`config.mk`:
```
export PLATFORM = sky130hd
export DESIGN_NAME = uart_tx_sched
export DESIGN_NICKNAME = d
export VERILOG_FILES = /design/src/rtl/uart_tx_sched.sv
export SDC_FILE = /design/constraint.sdc
export NUM_CORES = 1
export LEC_CHECK = 0
export BUFFER_PORTS_ARGS = -buffer_cell sky130_fd_sc_hd__buf_2
export CAP_MARGIN = 20
export CORE_MARGIN = 4
export CORE_UTILIZATION = 54
export CTS_BUF_LIST = sky130_fd_sc_hd__clkbuf_8
export DETAILED_ROUTE_END_ITERATION = 8
export PLACE_DENSITY = 0.82
export SETUP_SLACK_MARGIN = 0.4
export SLEW_MARGIN = 10
export SYNTH_ARGS = -nofsm -noshare
export SYNTH_HDL_FRONTEND = slang
export SYNTH_SLANG_ARGS = --single-unit
```
`constraint.sdc`:
```
create_clock -name i_clk -period 2.1 [get_ports i_clk]
set_input_delay 0.21 -clock i_clk [delete_from_list [all_inputs] [get_ports i_clk]]
set_output_delay 0.21 -clock i_clk [all_outputs]
set_load 0.1 [all_outputs]
```
`src/rtl/uart_tx_sched.sv`:
```
// rtl/uart_tx_sched.sv - round-robin scheduler feeding single and two-byte requests to a UART transmitter
// Launches one byte at a time and waits for the transmitter BUSY handshake, with a launch timeout.
module uart_tx_sched #(
    parameter int DATAWIDTH = 8,
    parameter int TIMEOUT   = 16
) (
    input  logic                   i_clk,
    input  logic                   i_rst,
    input  logic                   i_req_a,
    input  logic [DATAWIDTH-1:0]   i_data_a,
    input  logic                   i_req_b,
    input  logic [2*DATAWIDTH-1:0] i_data_b,
    input  logic                   i_tx_busy,
    output logic                   o_ack_a,
    output logic                   o_ack_b,
    output logic [DATAWIDTH-1:0]   o_tx_p_data,
    output logic                   o_tx_data_valid,
    output logic                   o_sched_busy,
    output logic                   o_to_err
);

    localparam int CW = (TIMEOUT > 1) ? $clog2(TIMEOUT) : 1;

    typedef enum logic [1:0] {
        S_IDLE    = 2'd0,
        S_WAIT_HI = 2'd1,
        S_WAIT_LO = 2'd2
    } state_t;

    state_t                 r_state;
    logic [CW-1:0]          r_cnt;
    logic                   r_rem;
    logic                   r_last_b;
    logic [2*DATAWIDTH-1:0] r_hold;
    logic [DATAWIDTH-1:0]   r_tx_p_data;
    logic                   r_valid;
    logic                   r_ack_a;
    logic                   r_ack_b;
    logic                   r_to_err;

    state_t                 w_state;
    logic [CW-1:0]          w_cnt;
    logic                   w_rem;
    logic                   w_last_b;
    logic [2*DATAWIDTH-1:0] w_hold;
    logic [DATAWIDTH-1:0]   w_tx_p_data;
    logic                   w_valid;
    logic                   w_ack_a;
    logic                   w_ack_b;
    logic                   w_to_err;
    logic                   w_grant_a;

    always_ff @(posedge i_clk or posedge i_rst) begin
        if (i_rst) begin
            r_state     <= S_IDLE;
            r_cnt       <= '0;
            r_rem       <= 1'b0;
            r_last_b    <= 1'b1;
            r_hold      <= '0;
            r_tx_p_data <= '0;
            r_valid     <= 1'b0;
            r_ack_a     <= 1'b0;
            r_ack_b     <= 1'b0;
            r_to_err    <= 1'b0;
        end else begin
            r_state     <= w_state;
            r_cnt       <= w_cnt;
            r_rem       <= w_rem;
            r_last_b    <= w_last_b;
            r_hold      <= w_hold;
            r_tx_p_data <= w_tx_p_data;
            r_valid     <= w_valid;
            r_ack_a     <= w_ack_a;
            r_ack_b     <= w_ack_b;
            r_to_err    <= w_to_err;
        end
    end

    always_comb begin
        w_state     = r_state;
        w_cnt       = r_cnt;
        w_rem       = r_rem;
        w_last_b    = r_last_b;
        w_hold      = r_hold;
        w_tx_p_data = r_tx_p_data;
        w_valid     = 1'b0;
        w_ack_a     = 1'b0;
        w_ack_b     = 1'b0;
        w_to_err    = 1'b0;
        // A wins when alone, or on a tie when B was served last
        w_grant_a   = i_req_a && (!i_req_b || r_last_b);

        case (r_state)
            S_IDLE: begin
                if (!i_tx_busy && (i_req_a || i_req_b)) begin
                    w_valid = 1'b1;
                    w_cnt   = '0;
                    w_state = S_WAIT_HI;
                    if (w_grant_a) begin
                        w_ack_a     = 1'b1;
                        w_tx_p_data = i_data_a;
                        w_rem       = 1'b0;
                        w_last_b    = 1'b0;
                    end else begin
                        w_ack_b     = 1'b1;
                        w_hold      = i_data_b;
                        w_tx_p_data = i_data_b[DATAWIDTH-1:0];
                        w_rem       = 1'b1;
                        w_last_b    = 1'b1;
                    end
                end
            end
            S_WAIT_HI: begin
                if (i_tx_busy) begin
                    w_state = S_WAIT_LO;
                end else if (r_cnt == CW'(TIMEOUT - 1)) begin
                    // transmitter never acknowledged: drop the rest of the word
                    w_to_err = 1'b1;
                    w_rem    = 1'b0;
                    w_state  = S_IDLE;
                end else begin
                    w_cnt = r_cnt + CW'(1);
                end
            end
            S_WAIT_LO: begin
                if (!i_tx_busy) begin
                    if (r_rem) begin
                        w_tx_p_data = r_hold[2*DATAWIDTH-1:DATAWIDTH];
                        w_valid     = 1'b1;
                        w_rem       = 1'b0;
                        w_cnt       = '0;
                        w_state     = S_WAIT_HI;
                    end else begin
                        w_state = S_IDLE;
                    end
                end
            end
            default: begin
                w_state = S_IDLE;
            end
        endcase
    end

    assign o_ack_a         = r_ack_a;
    assign o_ack_b         = r_ack_b;
    assign o_tx_p_data     = r_tx_p_data;
    assign o_tx_data_valid = r_valid;
    assign o_to_err        = r_to_err;
    assign o_sched_busy    = (r_state != S_IDLE);

endmodule

```
==> metrics.json <==
{
  "outcome": "finished clean",
  "synthDominantCellAreaShare_pct": 44.15,
  "dpl-instance-area_um2": 1789,
  "ys_types": 37,
  "timing.final.max_slew_violations": 0,
  "vias_per_cell": 6.062,
  "num_antenna_cells": 0,
  "worst_pin_slew_ns": 0.5019,
  "fin_setup_tns_ns": 0,
  "setup.worst_path.end_class": "flop",
  "number_of_placement_rows": 19,
  "worstHoldPathType": "in -> reg",
  "vdd.ir_drop.worst_v": 0.001312,
  "power_per_cell_area_nw_per_um2": 1697,
  "cp.arrival_ns": 1.95,
  "drt_pass1_iterations": 4,
  "place_congestion": 0.9160,
  "post_synth_instance_area_um2": 1530,
  "final_cell_mix": "40 x buf_2, 27 x dfrtp_1, 13 x inv_1, 13 x nand2_1, 13 x buf_4",
  "die_height_um": 61.23,
  "routed_wirelength_normalized_by_instance_count_um": 17.93,
  "route.final.wire_length_um": 4357,
  "final_core_utilization_pct": 76.52,
  "setup_viol_count_final": 0,
  "dpl_wire_length_um": 2657,
  "synth-warning-count": 0,
  "cts_root_buffer": "clkbuf_8",
  "synth_top_cell_by_area": "dfrtp_1",
  "cts.reportedPaths.clkPinSlew_ns": 0.10,
  "layout.cell_area.non_filler_um2": 2092,
  "postSynthNetCount": 188,
  "drtIter0Drc": 85,
  "r2r_start": "r_state[1]",
  "cts.path.max_buffers": 2,
  "tritoncts": "built",
  "worst-setup-path-type": "reg -> reg",
  "synth_area_leaders": "dfrtp_1 44%, mux2_2 6.6%, inv_1 4.2%, ha_1 4.1%, a21oi_1 3.6%",
  "initial_utilization_pct": 55.97,
  "cts.sink_count": 28,
  "report.final.hold_viol_count": 0,
  "htreeDepth": 1,
  "clock_latency_ns": 0.28,
  "grt_pass1_vias": 1402,
  "rr_endpoint": "r_state[0]",
  "crit_path_start": "r_state[1]",
  "synth_area_per_cell_um2": 9.936,
  "drc_errors": 0,
  "grt_overflow_total": 0,
  "worst_case_setup_margin_in_the_final_layout_ns": 0.3313,
  "ys_seq_elements": 28,
  "cp_max_fo": 5,
  "grt_start_max_net_pins": 24,
  "reg2reg_setup_slack_ns": 0.33,
  "fin_nets": 247,
  "global_route_wire_length_before_repair_um": 6603,
  "cp-start-kind": "flop",
  "min_delay_path_depth": 2,
  "max_cap_violations": 0,
  "portBuffers": 41,
  "place_ws_ns": 0.2652,
  "antenna_left": 0,
  "timing.reg2reg.worst_path_depth": 6,
  "final.min_clock_period_ns": 1.769,
  "vias": 1473,
  "cp.required_ns": 2.28,
  "setup_repair_after_global_routing_missed_its_margin": "yes",
  "final_min_period_over_clock_period_pct": 84.22,
  "power_leakage_nw": 0.9901,
  "layout.cells.most_common": "buf_2",
  "cts_made_buffers": 3,
  "io-pin-count": 42,
  "gr-usage-all-layers_pct": 23.99,
  "synth-seq-area-share_pct": 45.87,
  "worst_case_headroom_to_the_max_slew_limit_pct": 66.77,
  "area_delta_synth_final_pct": 36.71,
  "hold_path_startpoint": "i_req_a",
  "drive_above_1_share_pct": 47.17,
  "design.core.area_um2": 2734,
  "timing.fmax_ghz": 0.5654,
  "syn_inst": 154,
  "hold_path_end": "r_last_b",
  "dieArea_um2": 3749,
  "fp.dieW_um": 61.23,
  "number_of_fillers_in_the_final_layout": 175,
  "worst_clock_skew_on_the_final_layout_ns": 0.004603,
  "antenna_found_initial": 0
}
-- what timing repair did --
action                                  4_1_cts  5_1_grt
endpoints found under the hold margin        10        0
hold buffers                                  1        0
resized for setup                            12       13
endpoints found under the setup margin       13       15
buffers inserted                             11        3
pin swaps                                     4        9
gates cloned                                  1        0
-- kinds of logic after synthesis --
family          after synthesis  share of synthesized area, %
fa+ha+maj                     5                         4.088
mux                           9                         6.623
buf+inv                      23                         7.032
compound gates               40                         19.87
simple gates                 49                         16.52
flops                        28                         45.87
-- where the power goes --
group	switching, mW	internal [mW]
Sequential	0.174	0.772
Combinational	1.44	0.730
Clock	0.179	0.256
-- layer usage --
metal  part of all wire [%]  GRT usage [%]  vias up  wire, µm
li1                       -              -      670         -
met5                      0              0        -         0
met3                    5.8          2.725       10       253
met2                     52          41.54       58      2266
met1                     40          30.95      735      1737
met4                    2.3          8.359        0        99
-- through the flow --
step                      hold WS, ns  total power [mW]  instances
after detailed placement       0.2407             2.720        223
after floorplan                0.2731             2.418        154
after global routing           0.1474             3.718        243
final                          0.1479             3.550        243
after global placement         0.2401             2.650        223
after CTS                      0.1448             3.379        240
-- Yosys cell counts, drive strengths merged --
master / count
o221ai: 1
nand2b: 2
buf: 4
nand3b: 2
dfrtp: 27
nand4: 1
nand4b: 2
mux2: 9
inv: 17
a21boi: 1
a31oi: 3
or3b: 1
a32oi: 1
o21ai: 6
a31o: 1
nand3: 5
o2111ai: 1
nor2: 12
a41oi: 1
a32o: 7
clkbuf: 2
and2: 2
or3: 7
o211ai: 2
ha: 5
or2: 1
dfstp: 1
o211a: 1
o2bb2ai: 1
o21bai: 1
nand2: 14
a21oi: 13
-- worst max-delay path: stages, from the launching register on --
cell,delay [ns]
dfrtp_1,0.42
inv_2,0.11
ha_4,0.18
or3b_4,0.44
and2_4,0.17
nand2_4,0.06
mux2_4,0.29
-- flip-flops by register name, indices dropped and copies added (netlist names) --
name and cells:
r_cnt 4, r_state 2, o_tx_data_valid 1, o_tx_p_data 8, o_to_err 1, o_ack_a 1, r_last_b 1, r_rem 1
r_hold 8, o_ack_b 1
-- worst max path at each step --
stage,end,slack [ns],cells past startpoint
6_report,r_state[0],0.33,6
5_1_grt,r_rem,0.26,7
4_1_cts,r_state[0],0.37,6
3_5_place_dp,r_rem,0.27,6
3_3_place_gp,o_tx_p_data[6],0.36,6
2_1_floorplan,r_hold[10],0.18,6
-- cell type report --
| type | instances | area (µm²) | area share, % |
|---|---|---|---|
| Timing Repair Buffer | 59 | 369.1 | 17.64 |
| Multi-Input combinational cell | 104 | 843.3 | 40.31 |
| Sequential cell | 28 | 701.9 | 33.55 |
| Clock buffer | 3 | 41.29 | 1.974 |
| Clock inverter | 1 | 30.03 | 1.435 |
| Inverter | 17 | 67.56 | 3.230 |
| Tap cell | 31 | 38.79 | 1.854 |
Power figures use the tool's default switching activity.
